<file path="config.mk">
export PLATFORM = sky130hd
export DESIGN_NAME = leb128_reader
export DESIGN_NICKNAME = d
export VERILOG_FILES = /design/src/rtl/leb128_reader.sv
export SDC_FILE = /design/constraint.sdc
export NUM_CORES = 1
export LEC_CHECK = 0
export ABC_AREA = 1
export BUFFER_PORTS_ARGS = -buffer_cell sky130_fd_sc_hd__buf_2
export CORE_ASPECT_RATIO = 0.75
export CORE_MARGIN = 1
export CORE_UTILIZATION = 40
export DETAILED_ROUTE_END_ITERATION = 16
export GPL_ROUTABILITY_DRIVEN = 0
export GPL_TIMING_DRIVEN = 0
export SYNTH_ARGS = -nofsm -noshare
export SYNTH_HDL_FRONTEND = slang
export SYNTH_SLANG_ARGS = --single-unit
</file>
<file path="constraint.sdc">
create_clock -name clk -period 1.9 [get_ports clk]
set_input_delay 0.095 -clock clk [delete_from_list [all_inputs] [get_ports clk]]
set_output_delay 0.095 -clock clk [all_outputs]
set_load 0.05 [all_outputs]
</file>
<file path="src/rtl/leb128_reader.sv">
// Byte-serial LEB128 decoder: fetches one encoded u32/i32 through a byte-wide
// read handshake and returns the value, encoded length and following address.
module leb128_reader #(
  parameter int MAX_BYTES = 5
) (
  input  logic        clk,
  input  logic        rst,
  input  logic        start,
  input  logic [31:0] start_addr,
  input  logic        is_signed,
  output logic [31:0] mem_addr,
  output logic        mem_read_en,
  input  logic [7:0]  mem_data_out,
  input  logic        mem_ready,
  output logic        busy,
  output logic        done,
  output logic [31:0] value,
  output logic [2:0]  byte_count,
  output logic [31:0] next_addr,
  output logic        error
);

  localparam logic [1:0] S_IDLE = 2'd0;
  localparam logic [1:0] S_READ = 2'd1;
  localparam logic [1:0] S_GAP  = 2'd2;
  localparam logic [1:0] S_DONE = 2'd3;

  logic [1:0]  state;
  logic        sgn;
  logic [31:0] acc;
  logic [5:0]  sh;
  logic [2:0]  cnt;

  logic [7:0]  b;
  logic [38:0] part;
  logic [31:0] acc_n;
  logic [5:0]  sh_n;
  logic [31:0] ext;
  logic        last;
  logic        bad;
  logic        term;

  always_comb begin
    b     = mem_data_out;
    part  = {32'd0, b[6:0]} << sh;
    acc_n = acc | part[31:0];
    sh_n  = sh + 6'd7;
    last  = (cnt == 3'(MAX_BYTES - 1));
    // final byte may only carry the bits that still fit (or, signed, their sign copies)
    bad   = last && (b[7] || (sgn ? (b[6:4] != {3{b[3]}}) : (b[6:4] != 3'b000)));
    term  = !b[7] || last;
    ext   = (sgn && b[6] && (sh_n < 6'd32)) ? (32'hFFFF_FFFF << sh_n) : 32'd0;
  end

  always_ff @(posedge clk) begin
    if (rst) begin
      state       <= S_IDLE;
      sgn         <= 1'b0;
      acc         <= 32'd0;
      sh          <= 6'd0;
      cnt         <= 3'd0;
      mem_addr    <= 32'd0;
      mem_read_en <= 1'b0;
      busy        <= 1'b0;
      done        <= 1'b0;
      value       <= 32'd0;
      byte_count  <= 3'd0;
      next_addr   <= 32'd0;
      error       <= 1'b0;
    end else begin
      case (state)
        S_IDLE: begin
          done <= 1'b0;
          if (start) begin
            mem_addr    <= start_addr;
            sgn         <= is_signed;
            acc         <= 32'd0;
            sh          <= 6'd0;
            cnt         <= 3'd0;
            busy        <= 1'b1;
            mem_read_en <= 1'b1;
            state       <= S_READ;
          end
        end
        S_READ: begin
          if (mem_ready) begin
            mem_read_en <= 1'b0;
            acc         <= acc_n;
            sh          <= sh_n;
            cnt         <= cnt + 3'd1;
            mem_addr    <= mem_addr + 32'd1;
            if (term) begin
              state      <= S_DONE;
              done       <= 1'b1;
              busy       <= 1'b0;
              value      <= bad ? 32'd0 : (acc_n | ext);
              byte_count <= cnt + 3'd1;
              next_addr  <= mem_addr + 32'd1;
              error      <= bad;
            end else begin
              state <= S_GAP;
            end
          end
        end
        S_GAP: begin
          mem_read_en <= 1'b1;
          state       <= S_READ;
        end
        default: begin
          done  <= 1'b0;
          state <= S_IDLE;
        end
      endcase
    end
  end

endmodule
</file>
Yosys cells after proc, flatten, opt, wreduce, memory -nomap -nowiden
Index checks and enable logic that the tools add are counted.
{ "op_classes": {"n_eq_ne": 7, "add_sub_neg": 3, "muxes": 28, "n_div": 0, "magnitude_cmp": 1, "n_reduce_logical": 17, "n_bitwise": 3, "shifts": 2, "n_mul": 0} }
{ "ops": {"columns": ["operator", "n"], "rows": [
  ["$mux W32", 6],
  ["$pmux W32 S2", 2],
  ["$or A32 B32 Y32", 2],
  ["$add A32 B1 Y32 const B", 1],
  ["$shl A32 B6 Y32 const A", 1],
  ["$shl A7 B6 Y32", 1],
  ["$mux W6", 2],
  ["$pmux W6 S2", 1],
  ["$reduce_and A3 Y1", 4],
  ["$mux W1", 8],
  ["$add A6 B3 Y6 const B", 1],
  ["$lt A6 B6 Y1 const B", 1],
  ["$mux W3", 2],
  ["$ne A2 B2 Y1 const B", 3],
  ["$pmux W2 S3", 1],
  ["$pmux W3 S2", 1],
  ["$reduce_bool A3 Y1", 2],
  ["$mux W2", 2],
  ["$pmux W1 S2", 2],
  ["$reduce_and A2 Y1", 2],
  ["$reduce_and A4 Y1", 1],
  ["$add A3 B1 Y3 const B", 1],
  ["$eq A3 B3 Y1 const B", 1],
  ["$logic_and A1 B1 Y1", 3],
  ["other kinds (9)", 10]
]} }
{ "word_totals": {"in_bits": 45, "output_inout_bits": 103, "mem_bits_ro": 0, "n_memories": 0, "latch_bits": 0, "wordCells": 74, "ff_bits": 147, "ramBits": 0} }

Longest topological paths before layout
{ "depth": {"ltp_word": 6, "ltp_mapped": 15, "ltp_nobuf": 13} }

Least setup slack after synthesis
No wires, ideal clock.
{ "synth_path": {"kind": "reg2reg", "startpoint": "register mem_addr[0]", "endpoint": "register mem_addr[24]", "stages_incl_launch_ff": 11, "period_less_slack_ns": 2.057, "setup_ns": 0.118, "n_path_buf": 0, "arrival_time_ns": 1.939, "slack_ns": -0.157, "required_ns": 1.782, "path_cell_list": "dfxtp_1 > ha_1 > nand3_1 > inv_1 > nand2_1 > inv_2 > nand4_1 > o21ai_1 > nand2_1 > a21oi_1 > nor2_1"} }
{ "synth_between": {"elab_chain_len": 3} }
{ "synth_rtl": {"columns": ["element", "line_no", "rtl"], "rows": [
  ["start: declaration", "11", "output logic [31:0] mem_addr,"],
  ["start signal: assignment", "75", "mem_addr <= start_addr;"],
  ["start signal: assignment", "91", "mem_addr <= mem_addr + 32'd1;"],
  ["$add A32 B1 Y32", "91", null],
  ["$mux W32", "86", "if (mem_ready) begin"],
  ["$pmux W32 S2", "71", "case (state)"]
]} }
No other way between the ends. The select of a mux whose other input is x is not followed.
A chain may end at the register's enable or synchronous reset.

Worst setup path after layout
{ "layout_path": {"startpoint": "register sh[1]", "endpoint": "register value[4]"} }
{ "layout_between": {"elab_chain_len": 6} }
{ "layout_rtl": {"columns": ["element", "line_no", "rtl"], "rows": [
  ["start: declaration", "31", "logic [5:0] sh;"],
  ["start signal: assignment", "89", "sh <= sh_n;"],
  ["branches (longest 4 deep; another with $add A6 B3 Y6)", null, null],
  ["$or A32 B32 Y32 *", "96", "value <= bad ? 32'd0 : (acc_n | ext);"],
  ["$mux W32 *", "96", null],
  ["end signal: assignment", "96", null],
  ["end: declaration", "17", "output logic [31:0] value,"]
]} }
Mark *: on every way between the ends.

==> metrics.txt <==
vias in the first global route between 7000 and 8000; Critical path origin sh[1]; largest driver fanout on the critical path 7; initial core utilization about two fifths; number of antenna repair diodes 0; number of nets with antenna violations after routing 0; synthesized area 7830 um^2; height of the die between 100 and 150 um; Register-to-Register Setup Slack -0.02 ns; layout cell share with drive strength beyond 1 between 20% and 30%; actual slew at the worst max-slew pin just over 0.7 ns; Crit Reg-Reg Endpoint value[4]; Power Density around 910 nW/um^2; met2 WL post-DR between 10 and 15 mm; CTS H-tree lvls 4; count of flip-flops with a built-in enable after synthesis 0; Critical Path AT between 2 and 2.5 ns; nature of the critical path startpoint flip-flop; clock tree from TritonCTS done; result of the run finished, violations left; Top FF cell, synth dfxtp_1; pin count of the biggest net entering global routing 17; clock-pin slew reported for the worst setup and hold paths after clock tree synthesis about 0.070 ns; worst hold slack ~0.0045 ns; post-DR vias/cell about 5.5; number of DRC violations after detailed routing 0; Distinct cells, synth 36; final hold violation count 0; buffers from clock root to sink, at most 2; Sink Count between 100 and 150; die area between 20000 and 25000 um^2; top layer reached by signal wires met4; Setup CP Type flip-flop to flip-flop; Seq/Total Area, Yosys a little under two fifths; worst relative slew slack a little over half; number of register bits inferred by synthesis approximately 150; Num CTS Buffers 17; most frequent standard cell in the layout excluding fill and tap cells nand2_1; Critical R2R Launch sh[1]; vias roughly 9000; net count after synthesis between 1000 and 1500; Final Max Tran Viols 0; Boundary Pins ~150; GRT Util Overall between 20% and 30%; failing checks setup timing; RSZ-0062 raised after global routing true; # Max-Cap Violations 0; routed length per instance 18.2 um; crit path capture type flip-flop; PortBufs 147; wire length of the first global-routing pass around 44 mm; met3 layer wire length in the routed design ~3.7 mm; worst vdd ir 0.530 mV; Worst-Skew Late Latency roughly 0.43 ns; total grt overflow 0; Area growth, synth to finish 32.0%; least setup slack across all paths after layout -0.0229 ns; initial antenna violation count 0; placement row count 43; synth top area cells dfxtp_1 (38%), nand2_1 (13%), nand3_1 (7.7%); highest-count cells in the layout ignoring fill and taps nand2_1 (261), buf_2 (160), dfxtp_1 (139); iteration-0 DRC count of the detailed router just over 1000; post-synthesis async set-or-reset flop share 0%; cell type contributing the most total cell area after synthesis dfxtp_1; HPWL after DPL 22.1 mm; number of nets in the layout 1439; achievable clock frequency about 520 MHz; logic depth of the worst register-to-register path 14; worst clock skew around 0.011 ns; Gate Count Post-Synth roughly 1200; Post-Syn Area per Cell between 6 and 7 um^2; final wirelength about 30 mm; Clock Tree Root clkbuf_16; CORE AREA 18800 um^2; required time worst endpoint roughly 2.3 ns; capture point of the worst path value[4]; leakage component of the power between 4 and 5 nW; First-pass DRT Iterations 5; crit share post-route 101%; number of warnings issued by yosys 0; area share of the largest cell type after synthesis a little under two fifths; total power draw around 9.4 mW; kind of path behind the tightest hold check input pin to flip-flop; worst slack, placed -0.413 ns; minimum clock period about 1.9 ns; die width 164 um; total setup violations reported at the end of the flow 3; Post-Route M1 WL 14.6 mm
## how the worst min path moves through the flow
stage | start | to | slack, ns | cells past startpoint
2_1_floorplan | is_signed | sgn | 0.23 | 2
3_3_place_gp | is_signed | sgn | 0.32 | 3
3_5_place_dp | is_signed | sgn | 0.33 | 3
4_1_cts | start_addr[26] | mem_addr[26] | 0.0004 | 5
5_1_grt | mem_data_out[7] | state[0] | 0.03 | 4
6_report | start_addr[26] | mem_addr[26] | 0.004 | 5
## through the flow
step | area [um^2] | TNS [ns] | cells | utilization (%)
global route | 10300 | -0.480 | 1647 | 54.9
global placement | 8890 | -9.76 | 1561 | 47.2
floorplan | 7850 | -0.0238 | 1167 | -
CTS | 9890 | 0 | 1629 | 52.5
finish | 10300 | -0.0365 | 1647 | 54.9
detailed placement | 8890 | -9.49 | 1561 | 47.2
## layer usage
metal,track usage [%],up-vias
met5,0,-
met4,7.23,0
met3,8.62,40
met2,38.0,534
met1,46.6,4109
li1,-,4322
## critical path, stage by stage (launching register included)
cell and delay [ns]:
dfxtp_4 0.37, clkinv_4 0.06, buf_8 0.13, ha_4 0.17
inv_4 0.07, ha_4 0.24, inv_6 0.10, nor2_4 0.04
inv_2 0.07, nand2_2 0.06, nor2_2 0.14, nand3_2 0.12
nand3_2 0.11, nand2_2 0.06, a21oi_2 0.12
## area by class of cell
type,instances,area (um^2)
fill,1925,8490
multi-input combinational,842,4380
inverter,109,430
buffer,67,412
timing repair buffer,203,1280
clock inverter,13,114
sequential,147,2960
clock buffer,19,453
tap,247,309
## flip-flops by register name, indices dropped and copies added, names as in the netlist
register,count
sgn,1
sh,6
done,1
acc,32
cnt,3
error,1
mem_read_en,1
mem_addr,32
byte_count,3
value,32
next_addr,32
state,2
busy,1
## synthesized netlist by cell type, types with 8 or more instances
cell and instances:
buf_6 8, nand3_1 121, o21ai_1 11, nor3_1 14, xor2_1 13, a31oi_1 29
clkbuf_1 32, a211oi_1 11, nand4_1 26, nor2_1 99, dfxtp_1 147, o21ai_0 75
inv_1 100, o211ai_1 11, nand2_1 276, a21oi_1 113, buf_2 18
## logic make-up (layout without fill, tap and decap cells)
family	after synthesis	in the layout	synth area share, %
AO/OA/AOI/OAI	255	255	17.6
AND/OR/NAND/NOR	561	561	31.6
adder cells (fa/ha/maj)	7	7	1.12
XOR/XNOR	19	19	2.12
flip-flops	147	147	37.6
buffers and inverters	178	411	9.95
## report_power, final
part           internal, mW  switching (mW)  leakage, nW
clock                  1.78            1.51        0.274
combinational         0.807            1.82         3.13
sequential             3.26           0.221         1.20
## timing repair
| action | 4_1_cts | 5_1_grt |
|---|---|---|
| endpoints found under the setup margin | 58 | 112 |
| hold buffers | 28 | 0 |
| gates cloned | 0 | 3 |
| pin swaps | 4 | 38 |
| hold endpoints to repair | 28 | 0 |
| resized for setup | 34 | 87 |
| buffers inserted | 9 | 16 |
Power figures use the tool's default switching activity.
